File: config.mk
export PLATFORM = sky130hd
export DESIGN_NAME = obc_da_bin_engine
export DESIGN_NICKNAME = d
export VERILOG_FILES = /design/src/rtl/obc_da_bin_engine.sv
export SDC_FILE = /design/constraint.sdc
export NUM_CORES = 2
export LEC_CHECK = 0
export ABC_AREA = 1
export BUFFER_PORTS_ARGS = -buffer_cell sky130_fd_sc_hd__buf_2
export CORE_ASPECT_RATIO = 1.4
export CORE_MARGIN = 5
export CORE_UTILIZATION = 55
export CTS_CLUSTER_DIAMETER = 80
export DETAILED_ROUTE_END_ITERATION = 10
export PLACE_DENSITY = 0.82
export SKIP_CTS_REPAIR_TIMING = 1
export SLEW_MARGIN = 20
export SYNTH_ARGS = -nofsm -noshare
export SYNTH_HDL_FRONTEND = slang
export SYNTH_SLANG_ARGS = --single-unit
export TNS_END_PERCENT = 1
File: constraint.sdc
create_clock -name clk -period 23.1 [get_ports clk]
set_clock_uncertainty 0.15 [all_clocks]
set_input_delay 5.775 -clock clk [delete_from_list [all_inputs] [get_ports clk]]
set_output_delay 5.775 -clock clk [all_outputs]
set_load 0.05 [all_outputs]
File: src/rtl/obc_da_bin_engine.sv
`default_nettype none
// ============================================================================
//  Module   : obc_da_bin_engine
//  Purpose  : Bit-serial offset-binary-coding distributed-arithmetic engine.
//             Computes one DFT output component from 2*NPAIR signed samples
//             using a run-time loadable pair-coefficient table and offset.
//             One bit-slice is processed per clock; valid/ready handshakes
//             on both the sample and result sides.
//  Revision : 1.0 - initial release
// ============================================================================
module obc_da_bin_engine #(
    parameter  int NPAIR = 8,
    parameter  int DW    = 16,
    parameter  int CW    = 32,
    localparam int RW    = CW + DW + $clog2(NPAIR) + 1,
    localparam int CAW   = $clog2(2 * NPAIR + 1)
) (
    input  logic                    clk,
    input  logic                    rst,
    input  logic                    cfg_we,
    input  logic [CAW-1:0]          cfg_addr,
    input  logic [CW-1:0]           cfg_data,
    input  logic                    in_valid,
    output logic                    in_ready,
    input  logic [2*NPAIR*DW-1:0]   x_in,
    output logic                    out_valid,
    input  logic                    out_ready,
    output logic signed [RW-1:0]    y_out,
    output logic                    busy
);

    localparam int NC  = 2 * NPAIR;
    localparam int IAW = $clog2(NC);
    localparam int BW  = (DW > 1) ? $clog2(DW) : 1;

    localparam logic [CAW-1:0] c_off_addr = CAW'(NC);
    localparam logic [BW-1:0]  c_last_bit = BW'(DW - 1);

    typedef enum logic [1:0] {
        S_IDLE = 2'd0,
        S_BUSY = 2'd1,
        S_DONE = 2'd2
    } state_t;

    state_t                  r_state;
    state_t                  w_state_next;

    logic [BW-1:0]           r_bit;
    logic [2*NPAIR*DW-1:0]   r_x;
    logic signed [CW-1:0]    r_coef [NC];
    logic signed [CW-1:0]    r_offset;
    logic signed [RW-1:0]    r_acc;
    logic signed [RW-1:0]    r_y;

    logic                    w_idle;
    logic                    w_accept;
    logic                    w_last;
    logic                    w_cfg_ok;
    logic                    w_sel;
    logic signed [CW-1:0]    w_pick;
    logic signed [RW-1:0]    w_slice;
    logic signed [RW-1:0]    w_term;
    logic signed [RW-1:0]    w_acc_next;
    logic signed [RW-1:0]    w_offset_ext;

    assign w_idle   = (r_state == S_IDLE);
    assign w_accept = w_idle & in_valid;
    assign w_last   = (r_bit == c_last_bit);
    // Table is only writable while idle so it stays frozen for a whole run
    assign w_cfg_ok = cfg_we & w_idle & (cfg_addr <= c_off_addr);

    assign w_offset_ext = {{(RW-CW){r_offset[CW-1]}}, r_offset};

    // State register
    always_ff @(posedge clk) begin
        if (rst) begin
            r_state <= S_IDLE;
        end else begin
            r_state <= w_state_next;
        end
    end

    // Next-state decode: IDLE -> BUSY on accept, BUSY -> DONE after last slice,
    // DONE -> IDLE once the result is taken
    always_comb begin
        w_state_next = r_state;
        case (r_state)
            S_IDLE:  if (in_valid)  w_state_next = S_BUSY;
            S_BUSY:  if (w_last)    w_state_next = S_DONE;
            S_DONE:  if (out_ready) w_state_next = S_IDLE;
            default:                w_state_next = S_IDLE;
        endcase
    end

    // Coefficient table and offset register, loadable only while idle
    always_ff @(posedge clk) begin
        if (rst) begin
            for (int i = 0; i < NC; i++) begin
                r_coef[i] <= '0;
            end
            r_offset <= '0;
        end else if (w_cfg_ok) begin
            if (cfg_addr == c_off_addr) begin
                r_offset <= cfg_data;
            end else begin
                r_coef[cfg_addr[IAW-1:0]] <= cfg_data;
            end
        end
    end

    // Slice sum: each pair's XOR bit selects one of its two table entries;
    // the current bit of every sample sits at the bottom of its lane in r_x
    always_comb begin
        w_slice = '0;
        w_sel   = 1'b0;
        w_pick  = '0;
        for (int p = 0; p < NPAIR; p++) begin
            w_sel   = r_x[2*p*DW] ^ r_x[(2*p+1)*DW];
            w_pick  = w_sel ? r_coef[2*p+1] : r_coef[2*p];
            w_slice = w_slice + {{(RW-CW){w_pick[CW-1]}}, w_pick};
        end
    end

    // Weighted slice: the sign-bit slice carries negative weight
    always_comb begin
        w_term     = w_slice <<< r_bit;
        w_acc_next = w_last ? (r_acc - w_term) : (r_acc + w_term);
    end

    // Datapath: capture samples, shift one bit per cycle, accumulate, and
    // register the final offset-corrected result on the last slice
    always_ff @(posedge clk) begin
        if (rst) begin
            r_x   <= '0;
            r_bit <= '0;
            r_acc <= '0;
            r_y   <= '0;
        end else begin
            case (r_state)
                S_IDLE: begin
                    if (w_accept) begin
                        r_x   <= x_in;
                        r_acc <= '0;
                        r_bit <= '0;
                    end
                end
                S_BUSY: begin
                    // Whole-vector shift: lane k bit 0 only ever sees bits of
                    // sample k within the DW slices of one run
                    r_x   <= r_x >> 1;
                    r_bit <= r_bit + BW'(1);
                    r_acc <= w_acc_next;
                    if (w_last) begin
                        r_y <= w_acc_next + w_offset_ext;
                    end
                end
                default: begin
                end
            endcase
        end
    end

    assign in_ready  = w_idle;
    assign out_valid = (r_state == S_DONE);
    assign busy      = ~w_idle;
    assign y_out     = r_y;

endmodule
`default_nettype wire

==> impl_results.md <==
- Crit Path Class: reg -> reg
- Commonest non-fill, non-tap cell in the layout: nand2_1
- Top Ports: 353
- RR Endpoint: y_out[50]
- Clk Latency, worst-skew pair: 0.71 ns
- Count of yosys warnings during synthesis: 0
- Reg-to-reg setup timing slack: approximately 12 ns
- Async SR Flop Fraction: 0
- P&R area growth vs syn: 10.7%
- Slew headroom: 0.235
- Starting DRC count in detailed routing: 4,692
- CTS root buf: clkbuf_16
- Utilization after layout: 0.611
- Sequential area share after synthesis: 0.439
- Routed length per instance: about 22 microns
- Nets: 7,293
- TritonCTS clock tree: built
- Crit Path Max Fanout: 32
- WHS Endpoint: r_x[196]
- Worst slew pin tran: 1.14 ns
- Critical path arrival: about 12 ns
- Clk slew on worst S/H paths: 0.06 ns
- #FFs+latches synth: between 900 and 1k
- Layout cells sized above 1: 0.109
- Global route overflow: 0
- Synth Flop Type: edfxtp_1
- Final count of pins violating max slew: 0
- CTS H-tree depth: 3
- Worst-case reg-to-reg path depth: 52
- Clock Path Buffers: 3
- Crit-path slowest cell: buf_4
- RSZ-0062 raised after global routing: no
- WP data required: between 20 and 25 ns
- Max_cap viols: 0
- Total negative slack: 0 ns
- Final Hold Fails: 0
- Chip height: 378 microns
- Chip width: 273 microns
- Status: finished, final reports clean
- Initial core utilization: 0.552
- Worst setup EP type: flop
- Post-Route WL: 174,000 microns
- Reg2reg start: r_x[96]
- Setup ws final: 11.51 ns
- DR pass1 iterations: 6
- Final HPWL DP: 126,000 microns
- Initial antenna violation count: 36
- GPL Wtd Cong: 1.02
- Area of the core: 96,300 sq um
- Hold Crit Class: reg -> reg
- Antenna viol nets, final: 0
- Cell variety after synth: 55
- Die ar.: 103,000 sq um
- WHS Path Cells: 2
- Final period util: 0.502
- CTS Buf Count: 87
- Hold_sp: r_x[196]
- Total GRT Usage: 0.328
- Fmax achieved: roughly 0.086 GHz
- Syn_area_per_cell: ~8 sq um
- Mapped cell area: 53,100 sq um
- Slowest stage delay, CP: 0.58 ns
- First-pass GRT wire length: 262,000 microns
- Synthesized instance count: 6,466
- Clk sinks: 910
- Commonest non-fill, non-tap cells in the layout: 1,741 x nand2_1, 810 x nor2_1, 581 x inv_1
- Final setup vio count: 0
- Post-synth EDFFs: 512
- Worst Setup Start Kind: flop
- Rows: 135
- Vias in the first global route: roughly 46k
- Net count after synthesis: 7,104
- Largest net degree at the start of global routing: 198
- IO Port Bufs: 352
- DRC errors left: 0
- Vias per cell: 5.83
- Crit path from: r_x[96]
- Via count: 46.5k
- Minimum clock period: roughly 12 ns
- Post-Place Setup Slack: about 12 ns
-- worst max-delay path: cells and delay by family, from the launching register on --
family | cells | cell delay, ns
fa+ha+maj | 8 | 3.40
compound gates | 15 | 2.79
simple gates | 17 | 2.54
buf+inv | 8 | 1.08
xor+xnor | 3 | 0.66
flops | 1 | 0.46
mux | 1 | 0.43
-- Yosys cell counts (10+ instances only) --
cell type	instances	area, sq um
nor3_1	29	145
nand4_1	27	169
fa_1	198	3960
o21a_1	19	143
nand2_2	24	150
o21ai_1	23	115
clkbuf_1	253	950
nand2_1	1746	6550
ha_1	142	1780
buf_1	38	143
a21oi_1	401	2010
a221oi_1	20	175
nor2_2	10	62.6
clkinv_1	34	128
inv_2	16	60.1
dfxtp_1	398	7970
mux2_2	70	788
xnor2_1	28	245
o211ai_1	51	383
a31oi_1	79	494
inv_1	582	2180
o21ai_0	140	701
nand3b_1	11	82.6
nand3_1	412	2060
a22oi_1	108	811
or2_2	17	106
nor2_1	813	3050
mux2i_1	82	821
edfxtp_1	512	15400
xor2_1	79	692
buf_2	21	105
-- worst max path at each step --
stage | endpoint | slack [ns]
4_1_cts | y_out[50] | 11.51
3_5_place_dp | y_out[50] | 11.53
5_1_grt | y_out[50] | 10.68
3_3_place_gp | y_out[50] | 11.59
2_1_floorplan | y_out[50] | 13.59
6_report | y_out[50] | 11.51
-- routing by layer --
metal  GRT usage  wire (microns)
met5           0              89
met1       0.377           62100
met2       0.563           85300
met4       0.215           13300
met3      0.0560           13300
-- metrics by stage --
stage               cell area, sq um  hold WS, ns  std cells
floorplan                      53100        0.291       6466
global placement               55800        0.301       7799
detailed placement             55800        0.305       7799
CTS                            58700        0.315       7957
global route                   58800        0.329       7973
finish                         58800        0.316       7991
-- final cells by class --
cell class	instances	area, sq um
Clock buffer	108	2330
Fill cell	8206	37500
Inverter	632	2390
Antenna cell	34	85.1
Timing Repair Buffer	414	2240
Sequential cell	910	23300
Clock inverter	50	591
Multi-Input combinational cell	4610	26300
Tap cell	1233	1540
-- sequential cells by signal, indices dropped and copies added (netlist names) --
register / cells
r_x: 256
y_out: 52
r_offset: 32
r_acc: 52
r_bit: 4
r_state: 2
r_coef: 512
-- cells by family (layout without fill, tap and decap cells) --
family / after synthesis / in the layout / share of synthesized area
xor gates and xnor gates: 107 / 107 / 0.0176
AOI/OAI and AO/OA: 890 / 890 / 0.0986
other: 0 / 34 / 0
and+or+nand+nor: 3121 / 3121 / 0.238
buffers and inverters: 946 / 1204 / 0.0675
adders and majority gates: 340 / 340 / 0.108
muxes: 152 / 152 / 0.0303
DFF: 910 / 910 / 0.439
Power is not shown: default switching activity piles up to over one toggle a cycle in this logic, so the estimate is an artifact.
